===== src/rtl/sd_cmd_tx.sv =====
// ---------------------------------------------------------------------------
// sd_cmd_tx -- SD card CMD-line frame transmitter.
//
// Serialises a 48-bit command frame (start 0, transmission 1, 6-bit index,
// 32-bit argument, CRC7, end 1) MSB first onto the CMD line. After the end
// bit, the line is released for GAP_CYCLES cycles before the block returns
// to idle.
//
// Ports
//   sd_clk        : sole clock, rising edge
//   reset         : synchronous, active-high reset
//   send_en       : start request, honoured only while idle
//   cmd_index     : 6-bit command index, captured on an accepted request
//   cmd_arg       : 32-bit argument, captured on an accepted request
//   resp_expected : captured on an accepted request; gates receive_en
//   sd_cmd_out    : registered serial CMD data (1 while released)
//   sd_cmd_oe     : registered drive enable (1 = this block drives the line)
//   busy          : high from the start bit through the last gap cycle
//   receive_en    : one-cycle pulse on the first gap cycle (if resp_expected)
//   tx_done       : one-cycle pulse on the first idle cycle after the gap
//
// Timing note: the state register names what the line shows in the current
// cycle. Every output register is loaded with the value belonging to the
// state being entered, so the start bit is on the line in the cycle right
// after the edge that accepts send_en.
// ---------------------------------------------------------------------------
module sd_cmd_tx #(
    parameter int GAP_CYCLES = 8
) (
    input  logic        sd_clk,
    input  logic        reset,
    input  logic        send_en,
    input  logic [5:0]  cmd_index,
    input  logic [31:0] cmd_arg,
    input  logic        resp_expected,
    output logic        sd_cmd_out,
    output logic        sd_cmd_oe,
    output logic        busy,
    output logic        receive_en,
    output logic        tx_done
);

    typedef enum logic [2:0] {
        ST_IDLE,
        ST_SHIFT,
        ST_CRC,
        ST_END,
        ST_GAP
    } state_t;

    localparam logic [5:0] HDR_LAST = 6'd39;
    localparam logic [5:0] CRC_LAST = 6'd6;
    localparam logic [3:0] GAP_LAST = 4'(GAP_CYCLES - 1);

    state_t      state_reg,   state_next;
    logic [39:0] hdr_reg,     hdr_next;
    logic [6:0]  crc_reg,     crc_next;
    logic [5:0]  bit_cnt_reg, bit_cnt_next;
    logic [3:0]  gap_cnt_reg, gap_cnt_next;
    logic        resp_reg,    resp_next;
    logic        out_reg,     out_next;
    logic        oe_reg,      oe_next;
    logic        busy_reg,    busy_next;
    logic        rx_reg,      rx_next;
    logic        done_reg,    done_next;

    // One serial CRC7 step, polynomial x^7 + x^3 + 1.
    function automatic logic [6:0] crc7_step(input logic [6:0] crc, input logic b);
        logic fb;
        fb = crc[6] ^ b;
        return {crc[5:0], 1'b0} ^ (fb ? 7'h09 : 7'h00);
    endfunction

    always_comb begin
        state_next   = state_reg;
        hdr_next     = hdr_reg;
        crc_next     = crc_reg;
        bit_cnt_next = bit_cnt_reg;
        gap_cnt_next = gap_cnt_reg;
        resp_next    = resp_reg;
        out_next     = 1'b1;
        oe_next      = 1'b0;
        busy_next    = 1'b0;
        rx_next      = 1'b0;
        done_next    = 1'b0;

        case (state_reg)
            ST_IDLE: begin
                if (send_en) begin
                    state_next   = ST_SHIFT;
                    // Start bit goes out now; the register keeps the remaining
                    // 39 header bits left-aligned for MSB-first shifting.
                    hdr_next     = {1'b1, cmd_index, cmd_arg, 1'b0};
                    crc_next     = 7'h00;  // CRC of the 0 start bit is still 0
                    bit_cnt_next = 6'd0;
                    resp_next    = resp_expected;
                    out_next     = 1'b0;
                    oe_next      = 1'b1;
                    busy_next    = 1'b1;
                end
            end
            ST_SHIFT: begin
                oe_next   = 1'b1;
                busy_next = 1'b1;
                if (bit_cnt_reg == HDR_LAST) begin
                    // crc_reg now covers all 40 header bits.
                    state_next   = ST_CRC;
                    bit_cnt_next = 6'd0;
                    out_next     = crc_reg[6];
                    crc_next     = {crc_reg[5:0], 1'b0};
                end else begin
                    out_next     = hdr_reg[39];
                    hdr_next     = {hdr_reg[38:0], 1'b0};
                    crc_next     = crc7_step(crc_reg, hdr_reg[39]);
                    bit_cnt_next = bit_cnt_reg + 6'd1;
                end
            end
            ST_CRC: begin
                oe_next   = 1'b1;
                busy_next = 1'b1;
                if (bit_cnt_reg == CRC_LAST) begin
                    state_next   = ST_END;
                    bit_cnt_next = 6'd0;
                    out_next     = 1'b1;
                end else begin
                    out_next     = crc_reg[6];
                    crc_next     = {crc_reg[5:0], 1'b0};
                    bit_cnt_next = bit_cnt_reg + 6'd1;
                end
            end
            ST_END: begin
                state_next   = ST_GAP;
                gap_cnt_next = 4'd0;
                busy_next    = 1'b1;
                rx_next      = resp_reg;
            end
            ST_GAP: begin
                if (gap_cnt_reg == GAP_LAST) begin
                    state_next = ST_IDLE;
                    done_next  = 1'b1;
                end else begin
                    busy_next    = 1'b1;
                    gap_cnt_next = gap_cnt_reg + 4'd1;
                end
            end
            default: begin
                state_next = ST_IDLE;
            end
        endcase
    end

    always_ff @(posedge sd_clk) begin
        if (reset) begin
            state_reg   <= ST_IDLE;
            hdr_reg     <= '0;
            crc_reg     <= '0;
            bit_cnt_reg <= '0;
            gap_cnt_reg <= '0;
            resp_reg    <= 1'b0;
            out_reg     <= 1'b1;
            oe_reg      <= 1'b0;
            busy_reg    <= 1'b0;
            rx_reg      <= 1'b0;
            done_reg    <= 1'b0;
        end else begin
            state_reg   <= state_next;
            hdr_reg     <= hdr_next;
            crc_reg     <= crc_next;
            bit_cnt_reg <= bit_cnt_next;
            gap_cnt_reg <= gap_cnt_next;
            resp_reg    <= resp_next;
            out_reg     <= out_next;
            oe_reg      <= oe_next;
            busy_reg    <= busy_next;
            rx_reg      <= rx_next;
            done_reg    <= done_next;
        end
    end

    assign sd_cmd_out = out_reg;
    assign sd_cmd_oe  = oe_reg;
    assign busy       = busy_reg;
    assign receive_en = rx_reg;
    assign tx_done    = done_reg;

endmodule


===== config.mk =====
export PLATFORM = sky130hd
export DESIGN_NAME = sd_cmd_tx
export DESIGN_NICKNAME = d
export VERILOG_FILES = /design/src/rtl/sd_cmd_tx.sv
export SDC_FILE = /design/constraint.sdc
export NUM_CORES = 1
export LEC_CHECK = 0
export ABC_AREA = 1
export ABC_CLOCK_PERIOD_IN_PS = 3470
export BUFFER_PORTS_ARGS = -buffer_cell sky130_fd_sc_hd__buf_2
export CAP_MARGIN = 40
export CORE_MARGIN = 5
export CORE_UTILIZATION = 40
export CTS_BUF_LIST = sky130_fd_sc_hd__clkbuf_4
export DETAILED_ROUTE_END_ITERATION = 8
export PLACE_DENSITY = 0.63
export SLEW_MARGIN = 20
export SYNTH_ARGS = -nofsm -noshare
export SYNTH_HDL_FRONTEND = slang
export SYNTH_SLANG_ARGS = --single-unit

===== constraint.sdc =====
create_clock -name sd_clk -period 3.47 [get_ports sd_clk]
set_input_delay 0.1735 -clock sd_clk [delete_from_list [all_inputs] [get_ports sd_clk]]
set_output_delay 0.1735 -clock sd_clk [all_outputs]
set_load 0.01 [all_outputs]

==> key figures, run 1 <==
Run status
  – Status: finished clean

Clocking
  – Hold Buf Count CTS: 0
  – Latest clock arrival within the worst-skew pair: 400 ps
  – Number of H-tree levels: 3
  – CTS resizes: 0
  – TritonCTS Buffers: 9
  – Root buf cell: clkbuf_4
  – Clk slew on worst S/H paths: 110 ps
  – Postcts setup bufs: 0
  – CTS tree: yes
  – Clock Tree Buf Depth: 2
  – Clock Sinks: 65

Floorplanning
  – Row cnt: 32
  – Initial Util: 0.407
  – Die width: 98.2 µm
  – I/O pin total: 47
  – Die area: 9650 µm²
  – Core ar.: 7650 µm²
  – Die height: 98.2 µm

Placed design
  – Dpl hpwl: 4810 µm
  – IO buf count: 46
  – Pre-CTS setup slack: 1340 ps
  – Global placer's final weighted congestion: 0.848

GRT
  – First-pass GRT wire length: 12,000 µm
  – Tot GR Track Use: 0.148
  – GRT overflow: 0
  – Initial antenna violation count: 0
  – Vias in the first global route: 2,782
  – Largest net degree at the start of global routing: 42

Synthesis
  – #FFs+latches synth: 65
  – Post-synth ARST share: 0
  – Net Count, Synth: 520
  – Dominant synthesized flop cell: dfxtp_1
  – Mapped Area: 3110 µm²
  – Cells after synthesis: 475
  – Post-synthesis sequential area ratio: 0.418
  – Number of distinct library cells after synthesis: 26
  – Synthesized area per cell: 6.56 µm²
  – Yosys warns: 0
  – EDFF count, synth: 0

Drt
  – Via count: 2,968
  – Routed vias/inst: 4.77
  – Met1 Wirelength: 3150 µm
  – DR WL met3: 324 µm
  – Max layer used: met4
  – DRT Wirelength: 6930 µm
  – Post-DR wirelength/cell: 11.1 µm
  – First-pass DRT Iterations: 4
  – Antenna Violating Nets Remaining: 0
  – DRC: 0
  – Met2 WL: 3350 µm
  – 1st-iter DRT viols: 129

Final layout
  – Area of the multi-input gates: 1600 µm²
  – Layout cells sized above 1: 0.169
  – Nets: 560
  – FILL cells: 821
  – Register Area: 1300 µm²
  – N_diodes: 0
  – Max reg flops: 39
  – Area Overhead vs Synth: 14.4%

Timing
  – Crit path time final: 2110 ps
  – Slew HR: 0.531
  – Fin crit share: 0.609
  – Worst Clk Skew: 15.5 ps
  – Fmax achieved: 473 MHz
  – RSZ-0062 raised after global routing: no
  – Final Hold Viols: 0
  – Slew Limit Fails: 0
  – Slew at the pin closest to its max-slew limit: 701 ps
  – Worst setup margin: 1360 ps
  – Final setup vio count: 0
  – Setup TNS: 0 ps

Pwr
  – Leakage: 1.73 nW
  – Total net switching power: 0.00129 W
  – Switching fraction of total power: 0.433
  – Clock share of power: 0.167
  – Max rail drop VDD: 0.345 mV
  – Seq pwr share: 0.396
  – Power density cells: 837 nW/µm²
  – Internal: 0.00169 W
  – Part of the power in combinational logic: 0.437

Setup path
  – Worst Setup Path Type: register to register
  – CP Max Fanout: 34
  – Setup crit end kind: register
  – Critical Path Start Type: register
  – Data arrival time of the worst path: 2420 ps
  – Worst EP required: 3780 ps

Run
  – Max-cap violations: 0

Min path
  – Hold crit path type: input port to register
-- cells in the mapped netlist (2+ instances only) --
cell      number  area (µm²)
inv_1         24        90.1
nand3_2       11         110
o21ai_0       13        65.1
nand2_1      155         582
nand4_1        5        31.3
buf_2          6        30.0
clkbuf_1      15        56.3
nand3_1       41         205
dfxtp_1       65        1300
buf_6          2        22.5
nor2_1       105         394
inv_2          4        15.0
a21oi_1       14        70.1
ha_1           3        37.5
-- critical path, stage by stage, from the launching register on --
cell,delay (ps)
dfxtp_1,360
ha_1,230
nand2_1,70
inv_1,60
nand3_4,110
nand2_4,90
nand2_2,530
buf_4,370
nand3_1,110
nand2_1,70
nor2_1,40
-- cell usage in the layout (no fill, tap or decap), types with 2 or more instances in the layout --
| cell | synthesis | layout |
|---|---|---|
| a21oi_1 | 14 | 14 |
| buf_2 | 6 | 46 |
| buf_4 | 0 | 5 |
| clkbuf_4 | 0 | 10 |
| clkinv_2 | 0 | 2 |
| clkinvlp_4 | 0 | 2 |
| dfxtp_1 | 65 | 65 |
| ha_1 | 3 | 3 |
| inv_1 | 24 | 24 |
| inv_2 | 4 | 4 |
| nand2_1 | 155 | 155 |
| nand3_1 | 41 | 41 |
| nand3_2 | 11 | 11 |
| nand4_1 | 5 | 5 |
| nor2_1 | 105 | 105 |
| o21ai_0 | 13 | 13 |
-- stage by stage --
stage	total power [W]	cell area, µm²	util	instances	hold slack [ps]
2_1_floorplan	0.00224	3110	-	475	338
3_5_place_dp	0.00251	3430	0.448	606	446
5_1_grt	0.00328	3560	0.466	622	38.5
6_report	0.00298	3560	0.466	622	31.3
4_1_cts	0.00301	3560	0.466	622	7.28
3_3_place_gp	0.00246	3400	0.445	605	444
-- cell type report --
type	count	area share
Clock buffer	10	0.0211
Clock inverter	6	0.0165
Inverter	28	0.0295
Multi-Input combinational cell	359	0.449
Sequential cell	65	0.365
Tap cell	102	0.0358
Timing Repair Buffer	52	0.0829
-- cell families after synthesis --
group | count (synthesis) | share of synthesized area
buf+inv | 51 | 0.0687
simple gates | 324 | 0.446
flops | 65 | 0.418
xor+xnor | 1 | 0.00281
compound gates | 31 | 0.0530
fa+ha+maj | 3 | 0.0121
-- routing by layer --
layer	global-route usage	up-vias
met5	0	-
met1	0.175	1337
li1	-	1565
met4	0.0441	0
met2	0.255	56
met3	0.0493	10
-- path summary, 6_finish.rpt --
| path | start | endpoint | slack [ps] | cells past startpoint |
|---|---|---|---|---|
| worst max-delay path | bit_cnt_reg[0] | hdr_reg[20] | 1360 | 10 |
| worst min-delay path | resp_expected | resp_reg | 30 | 3 |
| worst min register to register | resp_reg | receive_en | 460 | 2 |
| worst max register to register | bit_cnt_reg[0] | hdr_reg[20] | 1360 | 10 |
-- power by group through the flow --
stage,clock [W],combinational (W),sequential [W]
2_1_floorplan,0,0.00108,0.00117
3_3_place_gp,0,0.00127,0.00118
3_5_place_dp,0,0.00131,0.00120
4_1_cts,0.000516,0.00131,0.00118
5_1_grt,0.000547,0.00151,0.00122
6_report,0.000498,0.00130,0.00118
No activity file was read; power rests on OpenSTA's default activity.
==> inputs of run 2 (changes only) <==
--- a/config.mk
+++ b/config.mk
@@ -6,7 +6,7 @@
 export NUM_CORES = 1
 export LEC_CHECK = 0
 export ABC_AREA = 1
-export ABC_CLOCK_PERIOD_IN_PS = 3470
+export ABC_CLOCK_PERIOD_IN_PS = 2100
 export BUFFER_PORTS_ARGS = -buffer_cell sky130_fd_sc_hd__buf_2
 export CAP_MARGIN = 40
 export CORE_MARGIN = 5
==> constraint.sdc (replaced) <==
create_clock -name sd_clk -period 2.1 [get_ports sd_clk]
set_input_delay 0.105 -clock sd_clk [delete_from_list [all_inputs] [get_ports sd_clk]]
set_output_delay 0.105 -clock sd_clk [all_outputs]
set_load 0.01 [all_outputs]
==> run 2 against run 1 <==
Effect of this change: core utilization is 1.6 points higher; die area stayed put; first-iteration DRC count is 31% lower; fmax is 20% higher; flip-flop and latch count stayed put; cell count is 1.1% higher; critical path depth stayed put; register-to-register slack worse by 1000 ps; global-route usage is 0.19 points lower; via count is 0.88% lower; clock power is 130% higher; critical endpoint is now hdr_reg[14]; largest cell class unchanged.
==> key figures, run 2 (synthesized netlist as in run 1, its figures left out) <==
GRT
  – Initial antenna violation count: 0
  – GRT met3 Usage: 0.0471
  – Top Usage Layer GRT: met2
  – Largest net degree at the start of global routing: 41
  – First-pass GRT wire length: 11,800 µm
  – M1 GR Usage: 0.177
  – Vias in the first global route: 2,758
  – Tot GR Track Use: 0.146
  – Met2 Use GR: 0.252
  – GRT overflow: 0

Floorplanning
  – Die area: 9650 µm²
  – Row cnt: 32
  – Initial Util: 0.407
  – Die height: 98.2 µm
  – I/O pin total: 47
  – Core ar.: 7650 µm²
  – Die width: 98.2 µm

Placed design
  – Dpl hpwl: 4760 µm
  – Global placer's final weighted congestion: 0.841
  – IO buf count: 46

Clocking
  – Clock Tree Buf Depth: 2
  – CTS tree: yes
  – Root buf cell: clkbuf_4
  – Postcts setup bufs: 0
  – CTS resizes: 0
  – Clk slew on worst S/H paths: 110 ps
  – Latest clock arrival within the worst-skew pair: 400 ps
  – Clock Sinks: 65
  – TritonCTS Buffers: 9
  – Number of H-tree levels: 3

Pwr
  – Leakage: 1.79 nW
  – Total net switching power: 0.00209 W
  – Internal: 0.00319 W
  – Max rail drop VDD: 0.498 mV
  – Clock share of power: 0.217
  – Part of the power in combinational logic: 0.416
  – Design Power: 0.00529 W
  – Switching fraction of total power: 0.396
  – Power density cells: 1430 nW/µm²
  – Seq pwr share: 0.368

Drt
  – Routed vias/inst: 4.68
  – First-pass DRT Iterations: 4
  – DRC: 0
  – 1st-iter DRT viols: 89
  – Antenna Violating Nets Remaining: 0
  – Post-DR wirelength/cell: 10.6 µm
  – DRT Wirelength: 6700 µm
  – Via count: 2,942

Final layout
  – Layout cells sized above 1: 0.169
  – Most frequent cells in the layout: 155 x nand2_1, 105 x nor2_1, 65 x dfxtp_1, 46 x buf_2, 41 x nand3_1
  – N_diodes: 0
  – Nets: 567
  – FILL cells: 782
  – Max reg flops: 39
  – Area Overhead vs Synth: 18.4%
  – Most common cell after layout, fill and taps aside: nand2_1

Setup path
  – CP Max Fanout: 19
  – Setup crit end kind: register
  – Data arrival time of the worst path: 2110 ps
  – Worst EP required: 2450 ps
  – Worst Setup Path Type: register to register
  – Critical Path Start Type: register

Timing
  – Fmax achieved: 569 MHz
  – Setup TNS: 0 ps
  – Crit path time final: 1760 ps
  – Worst Clk Skew: 8.68 ps
  – Final Hold Viols: 0
  – Slew HR: 0.724
  – RSZ-0062 raised after global routing: no
  – Final setup vio count: 0
  – Slew Limit Fails: 0
  – Fin crit share: 0.836
  – Slew at the pin closest to its max-slew limit: 413 ps

Min path
  – Hold crit path type: input port to register

Run status
  – Status: finished clean

Run
  – Max-cap violations: 0
==> run 2: layout make-up <==
type / count / area (µm²) / share of cell area
Inverter: 28 / 105 / 0.0285
Timing Repair Buffer: 59 / 353 / 0.0957
Sequential cell: 65 / 1300 / 0.353
Multi-Input combinational cell: 359 / 1600 / 0.434
Clock buffer: 9 / 67.6 / 0.0183
Tap cell: 102 / 128 / 0.0346
Clock inverter: 7 / 133 / 0.0360
==> run 2: critical path: stages, from the launching register on <==
cell and delay (ps):
dfxtp_1 420, ha_1 220, nand2_1 60, inv_1 90
nand3_4 110, nand2_4 110, nand2_2 200, buf_4 280
nand3_1 80, nand2_1 50, nor2_1 80
==> run 2: per-stage QoR <==
stage	setup slack [ps]	hold slack [ps]	area [µm²]	util	cells
global route	170	12.1	3690	0.482	629
finish	344	32.5	3690	0.482	629
floorplan	626	269	3110	-	475
detailed placement	336	404	3440	0.449	608
global placement	392	388	3440	0.449	608
CTS	324	0.868	3690	0.482	629
==> run 2: timing repair <==
action | CTS | global route
setup endpoints to repair | 0 | 0
hold buffers | 5 | 0
endpoints found under the hold margin | 5 | 0
==> run 2: layer usage <==
metal | vias up | wire length (µm) | share of wire
met4 | 0 | 31 | 0.0046
met2 | 40 | 3270 | 0.49
met1 | 1314 | 3140 | 0.47
met3 | 2 | 247 | 0.037
met5 | - | 0 | 0
li1 | 1586 | - | -
==> run 2: final timing paths <==
kind | startpoint | end | slack, ps | cells after the start
worst max-delay path | bit_cnt_reg[1] | hdr_reg[14] | 340 | 10
worst min-delay path | cmd_arg[11] | hdr_reg[12] | 30 | 5
worst max register to register | bit_cnt_reg[1] | hdr_reg[14] | 340 | 10
worst min register to register | resp_reg | receive_en | 470 | 2
==> run 2: power by group through the flow <==
| stage | combinational, W | clock (W) | sequential (W) |
|---|---|---|---|
| 3_3_place_gp | 0.00217 | 0 | 0.00196 |
| 6_report | 0.00220 | 0.00115 | 0.00194 |
| 5_1_grt | 0.00257 | 0.00124 | 0.00201 |
| 2_1_floorplan | 0.00178 | 0 | 0.00193 |
| 3_5_place_dp | 0.00222 | 0 | 0.00197 |
| 4_1_cts | 0.00223 | 0.00118 | 0.00195 |
